$ cat config.mk
export PLATFORM = sky130hd
export DESIGN_NAME = imem_port_arbiter
export DESIGN_NICKNAME = d
export VERILOG_FILES = /design/src/rtl/imem_port_arbiter.sv
export SDC_FILE = /design/constraint.sdc
export NUM_CORES = 1
export LEC_CHECK = 0
export ABC_AREA = 1
export CORE_MARGIN = 5
export CORE_UTILIZATION = 36
export DETAILED_ROUTE_END_ITERATION = 16
export HOLD_SLACK_MARGIN = 0.15
export PLACE_DENSITY = 0.88
export SYNTH_ARGS = -nofsm -noshare
export SYNTH_HDL_FRONTEND = slang
export SYNTH_SLANG_ARGS = --single-unit
$ cat constraint.sdc
create_clock -name clk_i -period 2.7 [get_ports clk_i]
set_clock_uncertainty 0.2 [all_clocks]
set_input_delay 0.54 -clock clk_i [delete_from_list [all_inputs] [get_ports clk_i]]
set_output_delay 0.54 -clock clk_i [all_outputs]
set_load 0.005 [all_outputs]
$ cat src/rtl/imem_port_arbiter.sv
`default_nettype none
// ============================================================================
// Module  : imem_port_arbiter
// Brief   : Single-port instruction SRAM controller arbitrating fetch vs.
//           loader/debug, with halfword-aligned straddling fetch support.
// Rev     : 1.0  initial release
// ============================================================================
module imem_port_arbiter #(
    parameter int              XLEN         = 32,
    parameter int              MEM_WORDS    = 4096,
    parameter logic [XLEN-1:0] BASE_ADDR    = 32'h8000_0000,
    parameter int              STARVE_LIMIT = 4,
    parameter logic [31:0]     NOP_INSTR    = 32'h0000_0013
) (
    input  logic                         clk_i,
    input  logic                         rst_i,
    input  logic                         fetch_req_i,
    input  logic [XLEN-1:0]              fetch_addr_i,
    input  logic                         fetch_kill_i,
    output logic                         fetch_gnt_o,
    output logic                         fetch_rvalid_o,
    output logic [31:0]                  fetch_rdata_o,
    output logic                         fetch_err_o,
    input  logic                         ld_req_i,
    input  logic                         ld_we_i,
    input  logic [XLEN-1:0]              ld_addr_i,
    input  logic [31:0]                  ld_wdata_i,
    input  logic [3:0]                   ld_be_i,
    output logic                         ld_gnt_o,
    output logic                         ld_rvalid_o,
    output logic [31:0]                  ld_rdata_o,
    output logic                         ld_err_o,
    output logic                         mem_en_o,
    output logic                         mem_we_o,
    output logic [3:0]                   mem_be_o,
    output logic [$clog2(MEM_WORDS)-1:0] mem_addr_o,
    output logic [31:0]                  mem_wdata_o,
    input  logic [31:0]                  mem_rdata_i
);

    localparam int              AW           = $clog2(MEM_WORDS);
    localparam logic [XLEN-1:0] C_SPAN       = XLEN'(4 * MEM_WORDS);
    localparam logic [AW-1:0]   C_LAST_IDX   = AW'(MEM_WORDS - 1);
    localparam logic [3:0]      C_STARVE_MAX = 4'(STARVE_LIMIT);

    typedef enum logic [1:0] {
        S_IDLE     = 2'd0,
        S_FETCH_LO = 2'd1,
        S_FETCH_HI = 2'd2,
        S_LOAD_RD  = 2'd3
    } state_t;

    state_t         r_state;
    logic [3:0]     r_starve;
    logic [AW-1:0]  r_idx;
    logic           r_a1;
    logic [15:0]    r_hw;
    logic           r_err_pend;
    logic           r_ld_err;

    state_t         w_nxt_state;
    logic [3:0]     w_nxt_starve;
    logic [AW-1:0]  w_nxt_idx;
    logic           w_nxt_a1;
    logic [15:0]    w_nxt_hw;
    logic           w_nxt_err_pend;
    logic           w_nxt_ld_err;

    logic [XLEN-1:0] w_f_off;
    logic [XLEN-1:0] w_l_off;
    logic            w_f_inr;
    logic            w_l_inr;
    logic [AW-1:0]   w_f_idx;
    logic [AW-1:0]   w_l_idx;
    logic            w_fetch_win;
    logic [15:0]     w_hi_hw;

    assign w_f_off     = fetch_addr_i - BASE_ADDR;
    assign w_l_off     = ld_addr_i - BASE_ADDR;
    assign w_f_inr     = (w_f_off < C_SPAN);
    assign w_l_inr     = (w_l_off < C_SPAN);
    assign w_f_idx     = w_f_off[AW+1:2];
    assign w_l_idx     = w_l_off[AW+1:2];
    assign w_hi_hw     = mem_rdata_i[31:16];
    // Loader has priority unless fetch has been starved for STARVE_LIMIT grants.
    assign w_fetch_win = fetch_req_i && (!ld_req_i || (r_starve == C_STARVE_MAX));

    always_comb begin
        fetch_gnt_o    = 1'b0;
        fetch_rvalid_o = 1'b0;
        fetch_rdata_o  = '0;
        fetch_err_o    = 1'b0;
        ld_gnt_o       = 1'b0;
        ld_rvalid_o    = 1'b0;
        ld_rdata_o     = '0;
        ld_err_o       = 1'b0;
        mem_en_o       = 1'b0;
        mem_we_o       = 1'b0;
        mem_be_o       = '0;
        mem_addr_o     = '0;
        mem_wdata_o    = '0;
        w_nxt_state    = r_state;
        w_nxt_idx      = r_idx;
        w_nxt_a1       = r_a1;
        w_nxt_hw       = r_hw;
        w_nxt_err_pend = r_err_pend;
        w_nxt_ld_err   = r_ld_err;

        case (r_state)
            S_IDLE: begin
                if (w_fetch_win) begin
                    fetch_gnt_o    = 1'b1;
                    mem_en_o       = w_f_inr;
                    mem_addr_o     = w_f_inr ? w_f_idx : '0;
                    w_nxt_idx      = w_f_idx;
                    w_nxt_a1       = fetch_addr_i[1];
                    w_nxt_err_pend = !w_f_inr;
                    w_nxt_state    = S_FETCH_LO;
                end else if (ld_req_i) begin
                    ld_gnt_o   = 1'b1;
                    mem_en_o   = w_l_inr;
                    mem_addr_o = w_l_inr ? w_l_idx : '0;
                    if (ld_we_i) begin
                        mem_we_o    = w_l_inr;
                        mem_be_o    = w_l_inr ? ld_be_i : 4'b0000;
                        mem_wdata_o = w_l_inr ? ld_wdata_i : '0;
                        ld_err_o    = !w_l_inr;
                    end else begin
                        w_nxt_ld_err = !w_l_inr;
                        w_nxt_state  = S_LOAD_RD;
                    end
                end
            end
            S_FETCH_LO: begin
                w_nxt_state = S_IDLE;
                if (!fetch_kill_i) begin
                    if (r_err_pend) begin
                        fetch_rvalid_o = 1'b1;
                        fetch_err_o    = 1'b1;
                        fetch_rdata_o  = NOP_INSTR;
                    end else if (!r_a1) begin
                        fetch_rvalid_o = 1'b1;
                        fetch_rdata_o  = (mem_rdata_i[1:0] == 2'b11) ? mem_rdata_i
                                                                     : {16'h0000, mem_rdata_i[15:0]};
                    end else if (w_hi_hw[1:0] != 2'b11) begin
                        fetch_rvalid_o = 1'b1;
                        fetch_rdata_o  = {16'h0000, w_hi_hw};
                    end else if (r_idx == C_LAST_IDX) begin
                        // Upper half would lie past the last SRAM word: no wrap.
                        fetch_rvalid_o = 1'b1;
                        fetch_err_o    = 1'b1;
                        fetch_rdata_o  = NOP_INSTR;
                    end else begin
                        w_nxt_hw    = w_hi_hw;
                        mem_en_o    = 1'b1;
                        mem_addr_o  = r_idx + AW'(1);
                        w_nxt_state = S_FETCH_HI;
                    end
                end
            end
            S_FETCH_HI: begin
                w_nxt_state = S_IDLE;
                if (!fetch_kill_i) begin
                    fetch_rvalid_o = 1'b1;
                    fetch_rdata_o  = {mem_rdata_i[15:0], r_hw};
                end
            end
            default: begin
                ld_rvalid_o = 1'b1;
                ld_err_o    = r_ld_err;
                ld_rdata_o  = r_ld_err ? 32'h0000_0000 : mem_rdata_i;
                w_nxt_state = S_IDLE;
            end
        endcase

        if (rst_i) begin
            fetch_gnt_o    = 1'b0;
            fetch_rvalid_o = 1'b0;
            fetch_rdata_o  = '0;
            fetch_err_o    = 1'b0;
            ld_gnt_o       = 1'b0;
            ld_rvalid_o    = 1'b0;
            ld_rdata_o     = '0;
            ld_err_o       = 1'b0;
            mem_en_o       = 1'b0;
            mem_we_o       = 1'b0;
            mem_be_o       = '0;
            mem_addr_o     = '0;
            mem_wdata_o    = '0;
        end
    end

    always_comb begin
        w_nxt_starve = r_starve;
        if (!fetch_req_i || fetch_gnt_o) begin
            w_nxt_starve = '0;
        end else if (ld_gnt_o && (r_starve < C_STARVE_MAX)) begin
            w_nxt_starve = r_starve + 4'd1;
        end
    end

    always_ff @(posedge clk_i) begin
        if (rst_i) begin
            r_state    <= S_IDLE;
            r_starve   <= '0;
            r_idx      <= '0;
            r_a1       <= 1'b0;
            r_hw       <= '0;
            r_err_pend <= 1'b0;
            r_ld_err   <= 1'b0;
        end else begin
            r_state    <= w_nxt_state;
            r_starve   <= w_nxt_starve;
            r_idx      <= w_nxt_idx;
            r_a1       <= w_nxt_a1;
            r_hw       <= w_nxt_hw;
            r_err_pend <= w_nxt_err_pend;
            r_ld_err   <= w_nxt_ld_err;
        end
    end

endmodule
`default_nettype wire
# Word level (Yosys, flattened, before mapping)
# Cells that the tools add are included.
# word_totals
reg_bits	37
out_inout_bits	120
wordCells	130
# classes
addsub	4
order_cmp	3
n_eq_ne	8
mux	86
bitwise_logic	6
n_reduce_logical	16
# ops
op	count
$mux W32	15
$mux W12	10
$lt A32 B15 Y1 const B	2
$pmux W32 S2	1
$sub A32 B32 Y32 const B	2
$mux W1	39
$mux W4	6
$pmux W12 S2	1
$mux W16	1
$mux W2	8
$add A12 B1 Y12 const B	1
$eq A12 B12 Y1 const B	1
$ne A3 B3 Y1 const B	2
$not A1 Y1	6
$pmux W1 S2	3
$reduce_and A6 Y1	1
$mux W5	1
$add A4 B1 Y4 const B	1
$eq A2 B2 Y1 const B	2
$eq A4 B3 Y1 const B	1
$logic_not A1 Y1	4
$lt A4 B3 Y1 const B	1
$pmux W2 S2	1
$reduce_and A2 Y1	2
8 further kinds	11

# Longest topological paths before layout
# Gate-level depths: netlist of run 1.
# logic_depth
depth_word	8
ltp_mapped	11
mapped_depth_nobuf	10

# Worst setup path before layout of run 1
# Ideal clock, no wire load.
# synth_path
path_type	flip-flop to output port
startpoint	register r_state[1]
endpoint	output port fetch_rdata_o[21]
t_arrival_ps	1466
path_slack_ps	494
path_stages_with_launch	10
n_path_buf	1
path_cell_list	dfxtp_1 -> inv_1 -> ha_1 -> inv_2 -> nor2_8 -> nand2_4 -> nor4_4 -> buf_6 -> a22oi_2 -> nor2_2
# synth_between
elab_chain_len	3
# synth_lines
item	line	rtl
start: declaration	53	state_t r_state;
start signal: assignment	212	r_state <= w_nxt_state;
$eq A2 B2 Y1 / $eq A2 B1 Y1 (equally long branches)	109	case (r_state)
$pmux W32 S2 *	109	
$mux W32 *	176	if (rst_i) begin
end: declaration	22	output logic [31:0] fetch_rdata_o,
# Mark *: on every way between the ends. The rest lies on a longest branch, timed or not.

# Worst setup path after layout of run 1
# Same ends and word-level chain as after synthesis.

==> results of run 1 <==
[metrics by stage]
step / cells / utilization [%] / TNS (ps) / hold WS [ps]
final: 1162 / 76.6 / -3680 / 250
after global routing: 1162 / 76.6 / -9370 / 287
after CTS: 1148 / 74.3 / -4100 / 253
after detailed placement: 1093 / 67.8 / -46950 / 242
after global placement: 1093 / 67.8 / -43170 / 237
after floorplan: 652 / - / 0 / 230
[synth_stat cells, types with 2 or more instances]
| master | number |
|---|---|
| buf_6 | 7 |
| inv_2 | 6 |
| nor3_1 | 3 |
| nand2_1 | 94 |
| nand3b_1 | 2 |
| buf_1 | 2 |
| nor2_2 | 27 |
| buf_2 | 8 |
| nor2_1 | 165 |
| a21oi_1 | 41 |
| inv_1 | 107 |
| o21ai_0 | 19 |
| nand3_1 | 53 |
| clkbuf_1 | 9 |
| a22oi_2 | 10 |
| dfxtp_1 | 37 |
| xor2_1 | 5 |
| nor2_4 | 3 |
| a22oi_1 | 19 |
| buf_4 | 7 |
| ha_1 | 8 |
| nand4_1 | 3 |
| nand2_2 | 3 |
[final cells by class]
type	count	area share, %
Antenna cell	1	0.0318
Multi-Input combinational cell	470	33.9
Sequential cell	37	9.49
Inverter	113	5.48
Clock buffer	7	1.10
Timing Repair Buffer	398	47.8
Tap cell	136	2.16
[flip-flops by register name (all words and copies together) (netlist names)]
register / cells
r_hw: 16
r_idx: 12
r_err_pend: 1
r_starve: 4
r_ld_err: 1
r_a1: 1
r_state: 2
[cells in the final DEF, fill, tap and decap left out, drive strengths merged]
cell	synthesis	layout
ha	8	8
a22oi	29	29
nor2	196	196
nand3b	2	2
clkbuf	9	10
xnor2	1	1
and3	1	1
diode	0	1
nand2	98	98
nand4	4	5
dfxtp	37	37
o21ai	21	21
inv	113	113
dlygate4sd2	0	57
bufbuf	0	2
clkdlybuf4s50	0	92
and2	2	2
clkdlybuf4s15	0	12
nor3	3	3
xor2	5	5
a21oi	41	41
dlymetal6s2s	0	25
buf	24	207
nand3	55	55
nor4	2	2
o211ai	1	1
[kinds of logic (layout without fill, tap and decap cells)]
| family | after synthesis | in the layout | share of synthesized area [%] |
|---|---|---|---|
| other | 0 | 1 | 0 |
| flip-flops | 37 | 37 | 19.7 |
| adder cells (fa/ha/maj) | 8 | 8 | 2.66 |
| AO/OA/AOI/OAI | 92 | 92 | 15.7 |
| buffers and inverters | 146 | 518 | 16.9 |
| XOR/XNOR | 6 | 6 | 1.40 |
| AND/OR/NAND/NOR | 363 | 364 | 43.6 |
[path summary, 6_finish.rpt]
check                                 from                 to  slack (ps)  cells after the start
worst max-delay path            r_state[1]  fetch_rdata_o[21]        -190                     13
worst min-delay path               r_hw[1]            r_hw[1]         250                      2
worst max register to register    r_idx[1]         r_state[1]         420                      9
worst min register to register     r_hw[1]            r_hw[1]         250                      2
[critical path: stages, from the launching register on]
cell and delay [ps]:
dfxtp_2 330, inv_2 60, buf_6 100, ha_4 140, inv_4 40, nor2_8 90, nand2_4 70, nor4_4 350
clkbuf_16 210, buf_6 90, buf_6 90, a22oi_2 50, nor2_2 110, buf_2 130
[report_power, final]
part	leakage (nW)	internal [mW]	total [mW]	switching, mW
logic	3.91	0.496	0.959	0.463
clock network	0.0443	0.203	0.394	0.191
registers	0.302	0.572	0.596	0.0246
total	4.25	1.27	1.95	0.679
[timing repair]
action	CTS	global route
resized for setup	422	70
pin swaps	47	36
endpoints found under the hold margin	0	0
gates cloned	12	2
buffers inserted	36	13
endpoints found under the setup margin	119	94
[per-layer routing]
layer / routed length [microns] / part of all wire (%) / GRT usage (%)
met5: 0 / 0 / 0
met4: 1230 / 6.1 / 15.5
met3: 1660 / 8.2 / 4.74
met2: 9790 / 48 / 50.1
met1: 7580 / 37 / 32.6
==> flow_metrics.env, run 1 <==
export IMPL_grt_setup_unrepaired="yes"
export IMPL_antenna_found_initial=1
export IMPL_end_kind="output pin"
export IMPL_synth_edff_count=0
export IMPL_cp_arrival_ps=2150
export IMPL_power_leakage_nw=4.25
export IMPL_antenna_left=0
export IMPL_die_w_microns=112
export IMPL_start_util_pct=36.6
export IMPL_yosys_warnings=0
export IMPL_die_area_sq_um=12600
export IMPL_wl_per_cell_microns=17.4
export IMPL_hold_violations=0
export IMPL_grt_overflow=0
export IMPL_hold_path_class="reg -> reg"
export IMPL_critPathKind="reg -> out"
export IMPL_cts_root_buf="clkbuf_8"
export IMPL_synth_cells=652
export IMPL_seq_area_frac_synth_pct=19.7
export IMPL_dpl_worst_slack_ps=-810
export IMPL_core_area_sq_um=10300
export IMPL_slew_limit_headroom_pct=77.6
export IMPL_synthTopCellsByArea="dfxtp_1, nor2_1, inv_1"
export IMPL_violations="setup timing"
export IMPL_cts_tree="done"
export IMPL_grt_max_degree=32
export IMPL_yosys_area_top_type="dfxtp_1"
export IMPL_fin_ws_ps=-188
export IMPL_worst_slew_pin_slew_ps=335
export IMPL_cts_hold_buf=0
export IMPL_dpl_cell_area_sq_um=6970
export IMPL_rows=37
export IMPL_ir_drop_v=0.000187
export IMPL_max_freq_ghz=0.346
export IMPL_ys_types=37
export IMPL_seqCellArea_sq_um=747
export IMPL_fin_nets=1171
export IMPL_synth_top_cell_area_share_pct=19.7
export IMPL_synth_avg_cell_area_sq_um=5.77
export IMPL_worst_skew_pair_late_latency_ps=290
export IMPL_ys_flop_type="dfxtp_1"
export IMPL_drt_drc_violations_left=0
export IMPL_clk_path_buf_depth=2
export IMPL_dp_hpwl_mm=12.5
export IMPL_worstPathRequired_ps=1960
export IMPL_cts_max_level=2
export IMPL_ios=258
export IMPL_fin_crit_ps=2890
export IMPL_synth_area_sq_um=3760
export IMPL_drive_gt1_share_pct=32.7
export IMPL_vias_per_cell=5.23
export IMPL_cp_max_fo=4
export IMPL_power_per_cell_area_nw_per_um2=248
export IMPL_syn2layout_area_growth_pct=109
export IMPL_fin_area_sq_um=7870
export IMPL_finalSetupViolations=57
export IMPL_dr_total_vias=6079
export IMPL_multiInputGateArea_sq_um=2670
export IMPL_fillCellCount=655
export IMPL_drt_first_pass_iters=5
export IMPL_grt_use_total_pct=28.4
export IMPL_cts_sinks=37
export IMPL_drtIter0Drc=722
export IMPL_routed_wl_mm=20.3
export IMPL_grt_pass1_vias=5810
export IMPL_grt_pass1_wl_mm=29.3
export IMPL_cts_reportedPaths_clkPinSlew_ps=70
export IMPL_syn_num_nets=798
export IMPL_async_flop_share_pct=0
export IMPL_cp_start_kind="flop"
export IMPL_cap_violations=0
export IMPL_die_height_microns=112
export IMPL_finalCritPeriodShare_pct=107
export IMPL_cts_buffers=5
export IMPL_io_buffers=254
export IMPL_gp_congestion=0.943
export IMPL_total_power_mw=1.95
export IMPL_status="complete, but fails checks"
export IMPL_ys_seq_elements=37
export IMPL_maxSlewViolCount=0
(Power assumes the default switching activity.)
==> run 2, diff against run 1 <==
ABC_CLOCK_PERIOD_IN_PS = 2700   (was not set)
==> results of run 2 <==
Final layout, timing and power as in run 1 (identical DEF).
==> run 3, diff against run 2 <==
CORE_ASPECT_RATIO = 2   (was not set)
==> flow_metrics.env, run 3 (same netlist as run 1, synthesis figures left out) <==
export IMPL_cts_sinks=37
export IMPL_maxSlewViolCount=0
export IMPL_cp_arrival_ps=2100
export IMPL_grt_use_met3_pct=5.65
export IMPL_cts_reportedPaths_clkPinSlew_ps=60
export IMPL_fin_crit_ps=2840
export IMPL_drt_first_pass_iters=5
export IMPL_status="complete, but fails checks"
export IMPL_power_per_cell_area_nw_per_um2=291
export IMPL_critPathKind="reg -> out"
export IMPL_grtUsageMet2_pct=52.9
export IMPL_clk_path_buf_depth=2
export IMPL_total_power_mw=2.25
export IMPL_cts_buffers=5
export IMPL_grt_setup_unrepaired="yes"
export IMPL_worst_skew_pair_late_latency_ps=280
export IMPL_fin_ws_ps=-136
export IMPL_fillCellCount=746
export IMPL_drt_drc_violations_left=0
export IMPL_die_w_microns=82.3
export IMPL_grt_overflow=0
export IMPL_power_leakage_nw=3.96
export IMPL_p_seq_share_pct=26.6
export IMPL_dp_hpwl_mm=12.9
export IMPL_fin_setup_tns_ps=-1070
export IMPL_cap_violations=0
export IMPL_die_area_sq_um=12700
export IMPL_regMostFlops="r_hw"
export IMPL_switchingPower_mw=0.728
export IMPL_worst_slew_pin_slew_ps=451
export IMPL_cts_root_buf="clkbuf_16"
export IMPL_io_buffers=254
export IMPL_place_inst=1080
export IMPL_reg_largest_list="r_hw x16, r_idx x12, r_starve x4"
export IMPL_seqCellArea_sq_um=748
export IMPL_rows=52
export IMPL_grt_use_total_pct=28.7
export IMPL_syn2layout_area_growth_pct=106
export IMPL_finalSetupViolations=16
export IMPL_swShare_pct=32.4
export IMPL_antenna_found_initial=1
export IMPL_grt_max_degree=39
export IMPL_start_util_pct=37.0
export IMPL_grt_pass1_wl_mm=28.5
export IMPL_layout_common_cells="nor2_1, inv_1, clkdlybuf4s50_1"
export IMPL_slew_limit_headroom_pct=69.6
export IMPL_antenna_left=0
export IMPL_routed_wl_mm=20.1
export IMPL_gp_congestion=0.938
export IMPL_drive_gt1_share_pct=35.8
export IMPL_cp_start_kind="flop"
export IMPL_p_clk_share_pct=30.7
export IMPL_violations="setup timing"
export IMPL_multiInputGateArea_sq_um=2800
export IMPL_fin_cells=1147
export IMPL_top_usage_layer="met2"
export IMPL_hold_violations=0
export IMPL_ios=258
export IMPL_power_frac_comb_pct=42.6
export IMPL_core_area_sq_um=10100
export IMPL_cp_max_fo=5
export IMPL_fin_nets=1156
export IMPL_wl_per_cell_microns=17.5
export IMPL_die_height_microns=155
export IMPL_worstPathRequired_ps=1960
export IMPL_drtIter0Drc=315
export IMPL_ir_drop_v=0.000333
export IMPL_finalCritPeriodShare_pct=105
export IMPL_p_int_mw=1.52
export IMPL_cts_tree="done"
export IMPL_vias_per_cell=5.09
export IMPL_mostFrequentLayoutCell="nor2_1"
export IMPL_cts_max_level=2
export IMPL_largest_reg_flops=16
export IMPL_max_freq_ghz=0.353
export IMPL_end_kind="output pin"
export IMPL_dr_total_vias=5840
export IMPL_dpl_worst_slack_ps=-883
export IMPL_use_met1_pct=28.0
export IMPL_grt_pass1_vias=5733
export IMPL_r2r_slack_ps=440
export IMPL_hold_path_class="reg -> reg"
==> run 3: worst paths after layout <==
path / endpoint / cells after the start / from
setup / recovery: fetch_rdata_o[24] / 13 / r_state[1]
hold / removal: r_hw[1] / 2 / r_hw[1]
setup reg to reg: r_starve[1] / 14 / r_starve[0]
hold reg to reg: r_hw[1] / 2 / r_hw[1]
==> run 3: cell type report <==
cell class | count | share of cell area [%]
Multi-Input combinational cell | 470 | 36.2
Timing Repair Buffer | 383 | 44.0
Clock inverter | 1 | 0.388
Tap cell | 135 | 2.18
Clock buffer | 7 | 1.84
Antenna cell | 1 | 0.0324
Inverter | 113 | 5.65
Sequential cell | 37 | 9.68
==> run 3: critical path, cell delays in order (launching register included) <==
cell and delay (ps):
dfxtp_2 330, inv_2 60, buf_6 100, ha_4 140
inv_4 40, nor2_8 110, nand2_4 60, nor4_4 330
buf_6 180, buf_8 110, buf_6 90, a22oi_2 50
nor2_2 80, buf_2 110
==> run 3: power groups by stage <==
stage	clock network, mW	logic (mW)	registers [mW]
2_1_floorplan	0	0.319	0.602
3_3_place_gp	0	0.760	0.601
3_5_place_dp	0	0.776	0.602
4_1_cts	0.697	0.897	0.593
5_1_grt	0.732	1.02	0.600
6_report	0.691	0.958	0.598
==> run 3: metal layers <==
metal  share of wire (%)  wire length, microns
met1                  32                  6450
met2                  54                 10800
met3                 7.9                  1580
met4                 6.3                  1270
met5                   0                     0
==> run 3: timing repair <==
item,CTS,global route
hold buffers,0,0
pin swaps,33,74
resized for setup,375,190
setup buffers,36,25
cloned,9,2
setup endpoints to repair,120,118
==> run 3: stage by stage <==
stage               hold slack (ps)  util [%]  area [sq um]
global route                    275      76.2          7730
finish                          250      76.2          7730
detailed placement              242      68.0          6900
CTS                             250      74.6          7570
floorplan                       230         -          3760
global placement                236      68.0          6900
